--- src/rtl/uc_multiciclo_pkg.sv ---
// uc_pkg: opcodes, state encoding, ALU commands, mux selects and flag indices for the multicycle control unit
package uc_pkg;
  localparam logic [6:0] OP_LOAD   = 7'b0000011;
  localparam logic [6:0] OP_STORE  = 7'b0100011;
  localparam logic [6:0] OP_OP     = 7'b0110011;
  localparam logic [6:0] OP_IMM    = 7'b0010011;
  localparam logic [6:0] OP_BRANCH = 7'b1100011;
  localparam logic [6:0] OP_JAL    = 7'b1101111;
  localparam logic [6:0] OP_JALR   = 7'b1100111;
  localparam logic [2:0] S_FETCH  = 3'd0;
  localparam logic [2:0] S_DECODE = 3'd1;
  localparam logic [2:0] S_EXEC   = 3'd2;
  localparam logic [2:0] S_MEM    = 3'd3;
  localparam logic [2:0] S_WB     = 3'd4;
  localparam logic [2:0] S_HALT   = 3'd5;
  localparam logic [3:0] CMD_ADD   = 4'b0000;
  localparam logic [3:0] CMD_SUB   = 4'b0001;
  localparam logic [3:0] CMD_RTYPE = 4'b0010;
  localparam logic [3:0] CMD_ITYPE = 4'b0011;
  localparam logic [1:0] PC_PLUS4 = 2'b00;
  localparam logic [1:0] PC_IMM   = 2'b01;
  localparam logic [1:0] PC_ALU   = 2'b10;
  localparam logic [1:0] RF_ALU = 2'b00;
  localparam logic [1:0] RF_MEM = 2'b01;
  localparam logic [1:0] RF_PC4 = 2'b10;
  localparam int FLAG_Z = 0;
  localparam int FLAG_N = 1;
  localparam int FLAG_C = 2;
  localparam int FLAG_V = 3;
  function automatic logic is_legal(input logic [6:0] op);
    return op inside {OP_LOAD, OP_STORE, OP_OP, OP_IMM, OP_BRANCH, OP_JAL, OP_JALR};
  endfunction
endpackage

--- src/rtl/uc_multiciclo_if.sv ---
// uc_multiciclo_if: datapath/memory status in, control strobes and selects out
interface uc_multiciclo_if #(parameter int CNT_W = 32);
  logic [6:0] opcode;
  logic [2:0] funct3;
  logic [3:0] alu_flags;
  logic i_mem_ready;
  logic d_mem_ready;
  logic pc_load;
  logic [1:0] pc_src;
  logic ir_load;
  logic rf_we;
  logic [1:0] rf_src;
  logic alu_src;
  logic [3:0] alu_cmd;
  logic d_mem_we;
  logic illegal;
  logic [CNT_W-1:0] instret;
  modport master(
    output opcode, funct3, alu_flags, i_mem_ready, d_mem_ready,
    input pc_load, pc_src, ir_load, rf_we, rf_src, alu_src, alu_cmd, d_mem_we, illegal, instret
  );
  modport slave(
    input opcode, funct3, alu_flags, i_mem_ready, d_mem_ready,
    output pc_load, pc_src, ir_load, rf_we, rf_src, alu_src, alu_cmd, d_mem_we, illegal, instret
  );
endinterface

--- src/rtl/uc_multiciclo_branch_cond.sv ---
// branch_cond: decides branch taken from funct3 and the ALU flags of rs1-rs2
module branch_cond
  import uc_pkg::*;
(
  input  logic [2:0] f3,
  input  logic [3:0] flags,
  output logic       taken
);
  logic lt;
  assign lt = flags[FLAG_N] ^ flags[FLAG_V];
  assign taken = f3 == 3'b000 ? flags[FLAG_Z] :
                 f3 == 3'b001 ? !flags[FLAG_Z] :
                 f3 == 3'b100 ? lt :
                 f3 == 3'b101 ? !lt :
                 f3 == 3'b110 ? !flags[FLAG_C] :
                 f3 == 3'b111 ? flags[FLAG_C] : 1'b0;
endmodule

--- src/rtl/uc_multiciclo.sv ---
// uc_multiciclo: multicycle FETCH/DECODE/EXEC/MEM/WB control unit with retired-instruction counter
module uc_multiciclo
  import uc_pkg::*;
#(
  parameter int CNT_W = 32
) (
  input  logic           clk,
  input  logic           rst,
  uc_multiciclo_if.slave bus
);
  logic [2:0] state, nxt;
  logic [6:0] op_q;
  logic [2:0] f3_q;
  logic illegal_q, taken;
  logic [CNT_W-1:0] cnt;
  logic pc_load, ir_load, rf_we, alu_src, d_mem_we;
  logic [1:0] pc_src, rf_src;
  logic [3:0] alu_cmd;
  branch_cond u_bc (.f3(f3_q), .flags(bus.alu_flags), .taken(taken));
  // next state and strobes; only the branch pc_src looks at live flags
  always_comb begin
    nxt = state;
    pc_load = 1'b0;
    pc_src = PC_PLUS4;
    ir_load = 1'b0;
    rf_we = 1'b0;
    rf_src = RF_ALU;
    alu_src = 1'b0;
    alu_cmd = CMD_ADD;
    d_mem_we = 1'b0;
    case (state)
      S_FETCH: begin
        ir_load = bus.i_mem_ready;
        nxt = bus.i_mem_ready ? S_DECODE : S_FETCH;
      end
      S_DECODE: nxt = is_legal(bus.opcode) ? S_EXEC : S_HALT;
      S_EXEC:
        case (op_q)
          OP_OP: begin
            alu_cmd = CMD_RTYPE;
            nxt = S_WB;
          end
          OP_IMM: begin
            alu_cmd = CMD_ITYPE;
            alu_src = 1'b1;
            nxt = S_WB;
          end
          OP_LOAD, OP_STORE: begin
            alu_src = 1'b1;
            nxt = S_MEM;
          end
          OP_BRANCH: begin
            alu_cmd = CMD_SUB;
            pc_load = 1'b1;
            pc_src = taken ? PC_IMM : PC_PLUS4;
            nxt = S_FETCH;
          end
          OP_JAL: begin
            rf_we = 1'b1;
            rf_src = RF_PC4;
            pc_load = 1'b1;
            pc_src = PC_IMM;
            nxt = S_FETCH;
          end
          OP_JALR: begin
            alu_src = 1'b1;
            rf_we = 1'b1;
            rf_src = RF_PC4;
            pc_load = 1'b1;
            pc_src = PC_ALU;
            nxt = S_FETCH;
          end
          default: nxt = S_HALT;
        endcase
      S_MEM: begin
        alu_src = 1'b1;
        d_mem_we = op_q == OP_STORE;
        pc_load = op_q == OP_STORE && bus.d_mem_ready;
        nxt = !bus.d_mem_ready ? S_MEM : op_q == OP_STORE ? S_FETCH : S_WB;
      end
      S_WB: begin
        pc_load = 1'b1;
        rf_we = 1'b1;
        rf_src = op_q == OP_LOAD ? RF_MEM : RF_ALU;
        alu_cmd = op_q == OP_OP ? CMD_RTYPE : op_q == OP_IMM ? CMD_ITYPE : CMD_ADD;
        alu_src = op_q == OP_IMM;
        nxt = S_FETCH;
      end
      default: nxt = S_HALT;
    endcase
  end
  assign bus.pc_load = pc_load & ~rst;
  assign bus.pc_src = rst ? '0 : pc_src;
  assign bus.ir_load = ir_load & ~rst;
  assign bus.rf_we = rf_we & ~rst;
  assign bus.rf_src = rst ? '0 : rf_src;
  assign bus.alu_src = alu_src & ~rst;
  assign bus.alu_cmd = rst ? '0 : alu_cmd;
  assign bus.d_mem_we = d_mem_we & ~rst;
  assign bus.illegal = illegal_q;
  assign bus.instret = cnt;
  // state, latched instruction fields, sticky illegal flag and retire counter
  always_ff @(posedge clk) begin
    if (rst) begin
      state <= S_FETCH;
      op_q <= '0;
      f3_q <= '0;
      illegal_q <= 1'b0;
      cnt <= '0;
    end else begin
      state <= nxt;
      if (state == S_DECODE) begin
        op_q <= bus.opcode;
        f3_q <= bus.funct3;
        illegal_q <= illegal_q | !is_legal(bus.opcode);
      end
      if (pc_load) cnt <= cnt + 1'b1;
    end
  end
endmodule

--- src/flat_wrapper.sv ---
// flat-port wrapper written by rule: the top's interface ports become plain ports
module uc_multiciclo_flat import uc_pkg::*;
#(
  parameter int CNT_W = 32
)
  (clk, rst, bus_opcode, bus_funct3, bus_alu_flags, bus_i_mem_ready, bus_d_mem_ready, bus_pc_load, bus_pc_src, bus_ir_load, bus_rf_we, bus_rf_src, bus_alu_src, bus_alu_cmd, bus_d_mem_we, bus_illegal, bus_instret);
  uc_multiciclo_if #(.CNT_W(CNT_W)) bus_i ();
  input  logic clk;
  input  logic rst;
  input wire logic [$bits(bus_i.opcode)-1:0] bus_opcode;
  input wire logic [$bits(bus_i.funct3)-1:0] bus_funct3;
  input wire logic [$bits(bus_i.alu_flags)-1:0] bus_alu_flags;
  input wire logic [$bits(bus_i.i_mem_ready)-1:0] bus_i_mem_ready;
  input wire logic [$bits(bus_i.d_mem_ready)-1:0] bus_d_mem_ready;
  output wire logic [$bits(bus_i.pc_load)-1:0] bus_pc_load;
  output wire logic [$bits(bus_i.pc_src)-1:0] bus_pc_src;
  output wire logic [$bits(bus_i.ir_load)-1:0] bus_ir_load;
  output wire logic [$bits(bus_i.rf_we)-1:0] bus_rf_we;
  output wire logic [$bits(bus_i.rf_src)-1:0] bus_rf_src;
  output wire logic [$bits(bus_i.alu_src)-1:0] bus_alu_src;
  output wire logic [$bits(bus_i.alu_cmd)-1:0] bus_alu_cmd;
  output wire logic [$bits(bus_i.d_mem_we)-1:0] bus_d_mem_we;
  output wire logic [$bits(bus_i.illegal)-1:0] bus_illegal;
  output wire logic [$bits(bus_i.instret)-1:0] bus_instret;
  assign bus_i.opcode = bus_opcode;
  assign bus_i.funct3 = bus_funct3;
  assign bus_i.alu_flags = bus_alu_flags;
  assign bus_i.i_mem_ready = bus_i_mem_ready;
  assign bus_i.d_mem_ready = bus_d_mem_ready;
  assign bus_pc_load = bus_i.pc_load;
  assign bus_pc_src = bus_i.pc_src;
  assign bus_ir_load = bus_i.ir_load;
  assign bus_rf_we = bus_i.rf_we;
  assign bus_rf_src = bus_i.rf_src;
  assign bus_alu_src = bus_i.alu_src;
  assign bus_alu_cmd = bus_i.alu_cmd;
  assign bus_d_mem_we = bus_i.d_mem_we;
  assign bus_illegal = bus_i.illegal;
  assign bus_instret = bus_i.instret;
  uc_multiciclo #(.CNT_W(CNT_W)) u_core (.clk(clk), .rst(rst), .bus(bus_i));
endmodule
--- config.mk ---
export PLATFORM = sky130hd
export DESIGN_NAME = uc_multiciclo_flat
export DESIGN_NICKNAME = d
export VERILOG_FILES = /design/src/rtl/uc_multiciclo_pkg.sv /design/src/rtl/uc_multiciclo_if.sv /design/src/rtl/uc_multiciclo_branch_cond.sv /design/src/rtl/uc_multiciclo.sv /design/src/flat_wrapper.sv
export SDC_FILE = /design/constraint.sdc
export NUM_CORES = 1
export LEC_CHECK = 0
export BUFFER_PORTS_ARGS = -buffer_cell sky130_fd_sc_hd__clkbuf_2
export CORE_MARGIN = 5
export CORE_UTILIZATION = 56
export CTS_BUF_LIST = sky130_fd_sc_hd__clkbuf_8
export CTS_CLUSTER_DIAMETER = 50
export CTS_CLUSTER_SIZE = 12
export DETAILED_ROUTE_END_ITERATION = 12
export HOLD_SLACK_MARGIN = 0.15
export PLACE_DENSITY_LB_ADDON = 0.08
export SYNTH_ARGS = -nofsm -noshare
export SYNTH_HDL_FRONTEND = slang
export SYNTH_SLANG_ARGS = --single-unit
--- constraint.sdc ---
create_clock -name clk -period 3.18 [get_ports clk]
set_input_delay 0.636 -clock clk [delete_from_list [all_inputs] [get_ports clk]]
set_output_delay 0.636 -clock clk [all_outputs]
set_load 0.1 [all_outputs]
==> impl_metrics.py <==
metrics = {
    "run_status": {
        "status": "finished clean",
    },
    "global_routing": {
        "grt_use_total_pct": 22.5,
        "busiest_layer": "met2",
        "grt_use_met2_pct": 37.9,
        "grt_pass1_vias": 2595,
        "grt_pass1_wl_mm": 12.2,
        "grt_max_degree": 32,
        "grtUsageMet1_pct": 30.3,
        "antenna_found_initial": 0,
        "met3_usage_pct": 3.80,
        "grt-ovfl-total": 0,
    },
    "finish": {
        "synthToLayoutAreaGrowth_pct": 17.7,
        "multiInputGateArea_um2": 1920,
        "seq_area_um2": 921,
        "fill_cells": 470,
        "diodes": 0,
        "final_cell_area_um2": 3430,
        "nets": 420,
        "drive_above_1_share_pct": 25.0,
    },
    "power": {
        "p_leak_nw": 1.35,
        "power.density_nw_per_um2": 346,
        "ir_worst_vdd_uv": 235,
    },
    "clocking": {
        "clk_latency_ns": 0.29,
        "clkTransAtPathRegs_ns": 0.08,
        "htreeDepth": 2,
        "cts_resized": 0,
        "cts_post_setup_buffers_inserted": 0,
        "cts_inserted_buffers": 5,
        "cts_buffer_depth": 2,
        "clock_tree.root_cell": "clkbuf_8",
        "ctsHoldBuffers": 0,
        "clkSinkCount": 46,
        "cts_tree": "done",
    },
    "placed_design": {
        "io_buffers": 61,
        "gp_congestion": 0.854,
        "postPlaceCellArea_um2": 3350,
        "hpwl_mm": 5.16,
    },
    "die": {
        "rows": 26,
        "core_area_um2": 5070,
        "start_util_pct": 57.4,
        "die-area_um2": 6750,
        "die_w_um": 82.1,
        "die_height_um": 82.1,
        "io_pins": 64,
    },
    "setup_path": {
        "critPathMaxFanout": 9,
        "critical_path_class": "reg -> out",
        "worstPathArrival_ns": 2.39,
        "worstReg2RegStart": "u_core.state[1]$_SDFF_PP0_",
        "crit_path_start": "u_core.op_q[3]$_SDFFE_PP0P_",
        "setup.worst_path.end": "bus_rf_src[0]",
        "cp.required_ns": 2.54,
        "end_kind": "output pin",
        "timing.rr.end": "u_core.bus.instret[20]$_SDFFE_PP0N_",
        "r2r_cells": 5,
        "cp-start-kind": "flip-flop",
        "r2r_slack_ns": 0.41,
    },
    "drt": {
        "vias": 2753,
        "viasPerCell": 5.86,
        "detail_route.iter0.violations": 137,
        "wl_mm": 7.13,
        "wl_per_cell_um": 15.2,
        "ant_nets": 0,
        "drc_errors": 0,
        "dr.pass1.iters": 4,
    },
    "timing": {
        "fin_skew_ns": 0.00354,
        "fin_hold_ws_ns": 0.462,
        "fmax_mhz": 330,
        "period_share_pct": 95.3,
        "hold_viol": 0,
        "slew_headroom_pct": 46.9,
        "finalSetupViolations": 0,
        "rsz0062_at_grt": "false",
        "final.setup.tns_ns": 0,
        "tightestPinTransition_ns": 0.786,
        "finalMaxSlewViolations": 0,
        "min_period_ns": 3.03,
    },
    "flow_run": {
        "max_cap_viol_count": 0,
    },
    "synth": {
        "postSynthAreaPerCell_um2": 8.28,
        "syn_inst": 352,
        "synthesis.area_um2": 2910,
        "synth_edf_count": 0,
        "seq_area_frac_synth_pct": 31.6,
        "synth-main-ff-cell": "dfxtp_1",
        "ys_async_sr_fraction_pct": 0,
        "ys_seq_elements": 46,
        "ys_warn_count": 0,
        "synth.distinct_cells": 52,
    },
    "hold_path": {
        "min_path_type": "reg -> reg",
    },
}
synthesized netlist by cell type, types with 3 or more instances:
master	number	share of area (%)
a2111oi_0	3	0.90
a2111oi_2	11	5.7
a211oi_1	11	2.8
a21oi_1	15	2.6
and2_1	4	0.86
and3_1	5	1.1
and4_1	4	1.2
buf_2	3	0.52
clkbuf_1	22	2.8
dfxtp_1	46	32
inv_1	9	1.2
mux2_1	29	11
mux2i_1	7	2.4
nand2_1	11	1.4
nand2b_1	3	0.64
nand3_1	17	2.9
nand4_1	8	1.7
nor2_1	50	6.4
nor2b_1	34	7.3
nor3_1	6	1.0
nor4_1	8	1.7
o21ai_0	7	1.2
or2_2	3	0.64
xnor2_1	3	0.90
worst max-delay path, cell delays in order, from the launching register on:
cell and delay (ns):
dfxtp_1 0.39, nand4bb_1 0.48, or2_2 0.50, nor4_4 0.23, clkbuf_2 0.50
flip-flops by register name, indices dropped and copies added (netlist names):
name                count
u_core.op_q             7
u_core.state            3
u_core.bus.instret     32
u_core.f3_q             3
u_core.bus.illegal      1
worst min-delay path by stage:
| stage | from | to | slack [ns] | depth (start not counted) |
|---|---|---|---|---|
| final | u_core.bus.illegal$_SDFFE_PP0P_ | u_core.bus.illegal$_SDFFE_PP0P_ | 0.46 | 2 |
| after global routing | u_core.bus.illegal$_SDFFE_PP0P_ | u_core.bus.illegal$_SDFFE_PP0P_ | 0.50 | 2 |
| after CTS | u_core.bus.illegal$_SDFFE_PP0P_ | u_core.bus.illegal$_SDFFE_PP0P_ | 0.47 | 2 |
| after detailed placement | u_core.bus.illegal$_SDFFE_PP0P_ | u_core.bus.illegal$_SDFFE_PP0P_ | 0.45 | 2 |
| after global placement | u_core.bus.illegal$_SDFFE_PP0P_ | u_core.bus.illegal$_SDFFE_PP0P_ | 0.44 | 2 |
| after floorplan | u_core.f3_q[2]$_SDFFE_PP0P_ | u_core.f3_q[2]$_SDFFE_PP0P_ | 0.46 | 2 |
stage by stage:
step | instances | power (W) | util, % | worst slack [ns]
floorplan | 353 | 0.000789 | - | -0.729
global placement | 464 | 0.000829 | 66.0 | 0.538
CTS | 470 | 0.00119 | 67.6 | 0.155
finish | 470 | 0.00119 | 67.6 | 0.150
detailed placement | 464 | 0.000835 | 66.0 | 0.436
global route | 470 | 0.00124 | 67.6 | 0.0316
power breakdown:
group	switching, W	internal, W
Sequential	0.0000248	0.000593
Combinational	0.000144	0.0000613
Clock	0.000194	0.000168
kinds of logic (layout without fill, tap and decap cells):
family / count (synthesis) / count (layout) / share of synthesized area (%)
other: 1 / 2 / 0.129
xor gates and xnor gates: 4 / 4 / 1.20
adders and majority gates: 1 / 1 / 0.429
DFF: 46 / 46 / 31.6
muxes: 36 / 36 / 13.6
buffers and inverters: 38 / 85 / 5.54
AOI/OAI and AO/OA: 64 / 64 / 17.8
and+or+nand+nor: 162 / 162 / 29.7
metal layers:
layer	routed length, um	part of all wire, %
met5	0	0
met4	46	0.65
met3	347	4.9
met2	3480	49
met1	3260	46
final cells by class:
class | instances | area share (%)
Clock buffer | 6 | 2.41
Timing Repair Buffer | 70 | 11.3
Tap cell | 70 | 2.55
Inverter | 9 | 0.985
Sequential cell | 46 | 26.9
Multi-Input combinational cell | 269 | 55.9
layout by cell type, fill, tap and decap left out, drive strengths merged, types with 2 or more instances in the layout:
| cell | instances |
|---|---|
| o21ai | 9 |
| or3b | 2 |
| a2111oi | 14 |
| a21oi | 15 |
| conb | 2 |
| o311ai | 3 |
| nor2 | 50 |
| nand4 | 8 |
| dfxtp | 46 |
| nand3 | 17 |
| nor3 | 6 |
| inv | 9 |
| nand4b | 2 |
| mux2i | 7 |
| and2 | 4 |
| nor2b | 34 |
| nand2b | 3 |
| buf | 11 |
| and4 | 4 |
| mux2 | 29 |
| a211oi | 11 |
| xnor2 | 3 |
| or2 | 3 |
| nor4 | 8 |
| a31oi | 2 |
| nand2 | 11 |
| clkbuf | 65 |
| and3 | 5 |
No activity file was read; power rests on OpenSTA's default activity.
